[src/rtl/sar_adc_ctrl.sv]
// Successive-approximation ADC controller: sample, per-bit DAC trials, result capture.
// Optional macro SAR_ADC_CONT_EN: start acts as a level and conversions repeat while it stays high.
module sar_adc_ctrl #(
   parameter int unsigned WIDTH  = 8,
   parameter int unsigned SETTLE = 1
) (
   input  logic             clock,
   input  logic             resetb,
   input  logic             start,
   input  logic             cmp,
   output logic             sample,
   output logic [WIDTH-1:0] dac,
   output logic             busy,
   output logic             done,
   output logic [WIDTH-1:0] data,
   output logic             q_out
);

   localparam int unsigned IW = (WIDTH > 1) ? $clog2(WIDTH) : 1;
   localparam int unsigned CW = 4;
   localparam logic [IW-1:0] MSB_IDX  = IW'(WIDTH - 1);
   localparam logic [CW-1:0] LAST_CNT = CW'(SETTLE - 1);

   typedef enum logic [1:0] {IDLE, SAMPLE, CONV, DONE} state_t;

   state_t           state, state_nxt;
   logic             go;
   logic [IW-1:0]    idx, idx_nxt;
   logic [CW-1:0]    cnt, cnt_nxt;
   logic [WIDTH-1:0] code, code_nxt, kept;
   logic [WIDTH-1:0] dac_nxt, data_nxt;
   logic             sample_nxt, busy_nxt, done_nxt, q_nxt;

`ifdef SAR_ADC_CONT_EN
   assign go = start;
`else
   logic start_q, req_q;

   // Registered rising-edge request; only armed while idle so busy/done-time edges are dropped
   always_ff @(posedge clock or negedge resetb) begin
      if (!resetb) begin
         start_q <= 1'b0;
         req_q   <= 1'b0;
      end else begin
         start_q <= start;
         req_q   <= (state == IDLE) && !req_q && start && !start_q;
      end
   end

   assign go = req_q;
`endif

   always_ff @(posedge clock or negedge resetb) begin
      if (!resetb) begin
         state  <= IDLE;
         idx    <= '0;
         cnt    <= '0;
         code   <= '0;
         sample <= 1'b0;
         dac    <= '0;
         busy   <= 1'b0;
         done   <= 1'b0;
         data   <= '0;
         q_out  <= 1'b0;
      end else begin
         state  <= state_nxt;
         idx    <= idx_nxt;
         cnt    <= cnt_nxt;
         code   <= code_nxt;
         sample <= sample_nxt;
         dac    <= dac_nxt;
         busy   <= busy_nxt;
         done   <= done_nxt;
         data   <= data_nxt;
         q_out  <= q_nxt;
      end
   end

   // Next state plus next values of every registered output
   always_comb begin
      state_nxt  = state;
      idx_nxt    = idx;
      cnt_nxt    = cnt;
      code_nxt   = code;
      sample_nxt = 1'b0;
      busy_nxt   = 1'b0;
      done_nxt   = 1'b0;
      dac_nxt    = '0;
      data_nxt   = data;
      q_nxt      = q_out;
      kept       = code | (WIDTH'(cmp) << idx);
      case (state)
         IDLE: begin
            if (go) begin
               state_nxt  = SAMPLE;
               sample_nxt = 1'b1;
               busy_nxt   = 1'b1;
            end
         end
         SAMPLE: begin
            state_nxt = CONV;
            idx_nxt   = MSB_IDX;
            cnt_nxt   = '0;
            code_nxt  = '0;
            busy_nxt  = 1'b1;
            dac_nxt   = WIDTH'(1) << MSB_IDX;
         end
         CONV: begin
            busy_nxt = 1'b1;
            dac_nxt  = dac;
            if (cnt == LAST_CNT) begin
               code_nxt = kept;
               q_nxt    = cmp;
               cnt_nxt  = '0;
               if (idx == '0) begin
                  state_nxt = DONE;
                  busy_nxt  = 1'b0;
                  done_nxt  = 1'b1;
                  data_nxt  = kept;
                  dac_nxt   = '0;
               end else begin
                  idx_nxt = idx - IW'(1);
                  dac_nxt = kept | (WIDTH'(1) << (idx - IW'(1)));
               end
            end else begin
               cnt_nxt = cnt + CW'(1);
            end
         end
         DONE: state_nxt = IDLE;
         default: state_nxt = IDLE;
      endcase
   end

endmodule

[config.mk]
export PLATFORM = sky130hd
export DESIGN_NAME = sar_adc_ctrl
export DESIGN_NICKNAME = d
export VERILOG_FILES = /design/src/rtl/sar_adc_ctrl.sv
export SDC_FILE = /design/constraint.sdc
export NUM_CORES = 1
export LEC_CHECK = 0
export ABC_AREA = 1
export BUFFER_PORTS_ARGS = -buffer_cell sky130_fd_sc_hd__buf_2
export CORE_UTILIZATION = 30
export DETAILED_ROUTE_END_ITERATION = 8
export GPL_TIMING_DRIVEN = 0
export PLACE_DENSITY = 0.47
export SYNTH_ARGS = -nofsm -noshare
export SYNTH_HDL_FRONTEND = slang
export SYNTH_SLANG_ARGS = --single-unit
[constraint.sdc]
create_clock -name clock -period 2.27 [get_ports clock]
set_input_delay 0.227 -clock clock [delete_from_list [all_inputs] [get_ports clock]]
set_output_delay 0.227 -clock clock [all_outputs]
set_load 0.03 [all_outputs]
Word level (Yosys, flattened, before mapping):

Cells that the tools add are included.

* $add $sub $neg: 2
* equality and inequality tests: 7
* shifts and indexed selects: 2
* multiplexer cells: 22
* bitwise logic cells: 2
* reduce and logical (&&, ||, !) cells: 14

Operators with widths (number)
* $pmux 8 s2: 2
* $mux 8: 3
* $or 8x8->8: 2
* $reduce_and 3->1: 3
* $ne 2x2->1 const B: 4
* $pmux 2 s4: 1
* $pmux 4 s2: 1
* $shl 1x3->8: 1
* $shl 1x3->8 const A: 1
* $mux 1: 7
* $mux 2: 3
* $mux 3: 2
* $pmux 3 s2: 1
* $add 4x1->4 const B: 1
* $eq 2x2->1 const B: 2
* $logic_not 4->1: 1
* $mux 4: 1
* $reduce_and 2->1: 2
* $logic_and 1x1->1: 3
* $logic_not 3->1: 1
* $pmux 1 s3: 1
* $sub 3x1->3 const B: 1
* $eq 2x1->1 const B: 1
* $logic_not 1->1: 2
* 2 further kinds: 2

* bits in registers: 39
* input bits: 4
* word-level logic and storage cells: 61

Logic depth before layout (Yosys ltp):

* depth in word-level cells: 6
* gate-level depth with buffers: 9
* gate-level depth less buffers: 9

Worst setup path before layout:

No wires, ideal clock.

* path kind: register to register
* from: register idx[0]
* to: register idx[2]
* setup time: 0.130 ns
* data arrival time: 1.327 ns
* path slack: 0.812 ns
* stages on the path, launching flop included: 7
* path buffers: 0
* clock period less this slack: 1.458 ns
* path through: dfrtp_1 -> inv_2 -> ha_1 -> ha_1 -> inv_1 -> nor3_1 -> a21oi_1

* word-level cells in the longest chain between the ends: 4
* elaborated cells between the ends (all ways): 7
* those cells by class: add/sub: 1; eq/ne: 1; mux: 3; reduce/logical: 2

Ends and longest elaborated chain
* start: declaration: line 28 `logic [IW-1:0] idx, idx_nxt;`
* start signal: assignment: line 67 `idx <= idx_nxt;`
* $sub 3x1->3: line 122 `idx_nxt = idx - IW'(1);`
* $mux 3: line 115 `if (idx == '0) begin`
* $mux 3: line 111 `if (cnt == LAST_CNT) begin`
* $pmux 3 s2: line 92 `case (state)`

Parallel ways exist; a longest one is shown, timed or not. The select of a mux whose other input is x is not followed.
A chain may end at the register's enable or synchronous reset.

Worst setup path in the final report:

* from: register state[0]
* to: register dac[3]

* word-level cells in the longest chain between the ends: 2
* elaborated cells between the ends (all ways): 4
* those cells by class: eq/ne: 3; mux: 1

Ends and longest elaborated chain
* start: declaration: line 26 `state_t state, state_nxt;`
* start signal: assignment: line 66 `state <= state_nxt;`
* $eq 2x2->1 / $eq 2x1->1 (equally long branches): line 92
* $pmux 8 s2 / $ne 2x2->1 (equally long branches)
* end signal: assignment: line 71 `dac <= dac_nxt;`
* end: declaration: line 12 `output logic [WIDTH-1:0] dac,`

Parallel ways exist; a longest one is shown, timed or not.

==> results_dict.tcl <==
set metrics [dict create \
    required_ps 2500 \
    yosysMostFrequentCell "nand2_1" \
    synth_top_cells_by_count "nand2_1, dfrtp_1, inv_1, ha_1, a21oi_1" \
    ys_flop_type "dfrtp_1" \
    worstReg2RegStart "state[0]$_DFFE_PN0P_" \
    grt_util_all_layers_pct 12.8 \
    global_placement_routability_congestion 0.747 \
    path_class "reg -> reg" \
    cts_sinks 39 \
    place_hpwl_mm 2.90 \
    post_cts_buffers 0 \
    drt_first_pass_iters 6 \
    finalClockSkew_ps 8.97 \
    grt_max_degree 40 \
    timing.critical_path.arrival_ps 1940 \
    netlist_instances 212 \
    design.core.area_um2 6420 \
    final.min_clock_period_ps 1710 \
    io_pins 24 \
    drc 5 \
    leak_pwr_nw 1.21 \
    die-height_um 84.0 \
    h_tree_lvl_count 2 \
    path_clk_slew_ps 80 \
    finalHoldViolations 0 \
    worstPathMaxFanout 10 \
    rows 29 \
    yosysSeqAreaShare_pct 48.4 \
    syn_area_um2 2020 \
    end_of_the_worst_register_to_register_path "dac[3]$_DFFE_PN0P_" \
    maxSlewHeadroom_pct 39.7 \
    maxCapViolations 0 \
    run_status "finished, violations left" \
    detailedRoute.firstIterationViolations 54 \
    placed_area_um2 2230 \
    grt_setup_unrepaired "false" \
    tightest_slew_ps 905 \
    cts_tree "done" \
    clockBufferDepth 2 \
    crit_path_end_kind "register" \
    timing.final.crit_share_pct 75.1 \
    cts_made_buffers 5 \
    number_of_synthesized_flops_with_an_enable_pin 0 \
    drt_wl_total_mm 4.03 \
    finalSetupViolations 0 \
    final_net_count 260 \
    fin_total_pwr_mw 2.55 \
    clk-insertion-delay-late_ps 290 \
    netlist.area_leader.share_pct 48.4 \
    cts-resized-gates 0 \
    via_count_normalized_by_instance_count 4.55 \
    postSynthRegisterBits 39 \
    antenna_violations_before_repair 0 \
    ir_worst_vdd_v 0.000761 \
    via_count 1452 \
    syn-num-nets 230 \
    worst_r2r_path_depth 7 \
    buffer_ports.inserted 23 \
    initial_core_util_pct 31.4 \
    dieWidth_um 84.0 \
    ys_warn_count 0 \
    max_freq_ghz 0.586 \
    syn2layout_area_growth_pct 14.8 \
    setup_total_negative_slack_ps 0 \
    synth_async_sr_flop_share_pct 100 \
    die-area_um2 7060 \
    timing.final.max_slew_violations 0 \
    synth_largest_area_cell "dfrtp_1" \
    post_synth_main_area_contributors "dfrtp_1, nand2_1, ha_1, nand2_2, a21oi_1" \
    postLayoutCellArea_um2 2320 \
    violations "design-rule violations" \
    via_count_of_the_first_global_routing_pass 1446 \
    fin_worst_hold_slack_ps 56.2 \
    grt_pass1_wl_mm 7.03 \
    worstHoldPathType "in -> async" \
    clk_root_buffer_cell "clkbuf_8" \
    syn_area_per_cell_um2 9.51 \
    grt_remaining_overflow 0 \
    ys_types 28 \
    insertedDiodeCount 0 \
    category_of_the_worst_setup_path_launch_point "register" \
    proportion_of_layout_cells_with_a_drive_suffix_above_1_pct 28.9 \
    hold_buffers 0 \
    detail_route.wl_per_cell_um 12.6 \
    ratio_of_total_power_to_cell_area_nw_per_um2 1100 \
    ant_nets 0 \
    setup.reg_to_reg.worst_slack_ps 560 \
]
## kinds of logic after synthesis
| kind of cell | synth area share (%) |
|---|---|
| buf+inv | 6.08 |
| simple gates | 24.4 |
| compound gates | 12.0 |
| flops | 48.4 |
| fa+ha+maj | 8.68 |
| xor+xnor | 0.434 |
## metrics by stage
step	std cells	setup slack (ps)	utilization, %
after floorplan	212	812	-
after global placement	312	550	34.7
after detailed placement	312	540	34.7
after global routing	319	384	36.1
final	319	565	36.1
after CTS	319	516	36.1
## final cells by class
class	count	area, um^2
Fill cell	681	4110
Sequential cell	39	976
Multi-Input combinational cell	144	918
Timing Repair Buffer	23	115
Inverter	26	97.6
Tap cell	77	96.3
Clock buffer	6	82.6
Buffer	3	25.0
Clock inverter	1	5.00
## sequential cells by signal (all words and copies together), names as in the netlist, 2 cells and up
register  cells
code          8
state         2
data          8
dac           8
idx           3
cnt           4
## worst max-delay path, stage by stage (launching register included)
cell and delay (ps):
dfrtp_1 400, inv_1 100, ha_1 270, buf_2 270
nand3_4 220, nor2_4 210, o21ai_1 110, nand2_1 70
## cells in the final DEF, fill, tap and decap left out, types with 4 or more instances in the layout
| master | netlist | routed |
|---|---|---|
| nand2_1 | 48 | 48 |
| dfrtp_1 | 39 | 39 |
| buf_2 | 2 | 25 |
| inv_1 | 16 | 16 |
| ha_1 | 14 | 14 |
| a21oi_1 | 12 | 12 |
| nand2_2 | 11 | 11 |
| inv_2 | 8 | 8 |
| nor2_1 | 8 | 8 |
| nand3_1 | 7 | 7 |
| o21bai_1 | 6 | 6 |
| o21ai_0 | 6 | 6 |
| o21ai_1 | 6 | 6 |
| clkbuf_8 | 0 | 6 |
| a21oi_2 | 4 | 4 |
## worst max-delay path by stage
stage / startpoint / to / slack, ps
2_1_floorplan: idx[0]$_DFFE_PN0P_ / idx[2]$_DFFE_PN0P_ / 810
4_1_cts: state[0]$_DFFE_PN0P_ / dac[2]$_DFFE_PN0P_ / 520
3_5_place_dp: state[0]$_DFFE_PN0P_ / dac[2]$_DFFE_PN0P_ / 540
5_1_grt: state[0]$_DFFE_PN0P_ / dac[2]$_DFFE_PN0P_ / 380
3_3_place_gp: state[0]$_DFFE_PN0P_ / dac[2]$_DFFE_PN0P_ / 550
6_report: state[0]$_DFFE_PN0P_ / dac[3]$_DFFE_PN0P_ / 560
## layer usage
layer	track usage (%)	share of wire, %	vias up
met5	0	0	-
met4	3.29	0.99	0
met1	16.9	49	691
met3	3.07	2.9	5
li1	-	-	738
met2	20.9	47	18
## report_power, final
part	internal (mW)	total, mW	switching (mW)	leakage [nW]
Sequential	0.823	0.919	0.0962	0.485
Clock	0.239	0.483	0.244	0.0470
Combinational	0.338	1.15	0.814	0.677
Power figures use the tool's default switching activity.
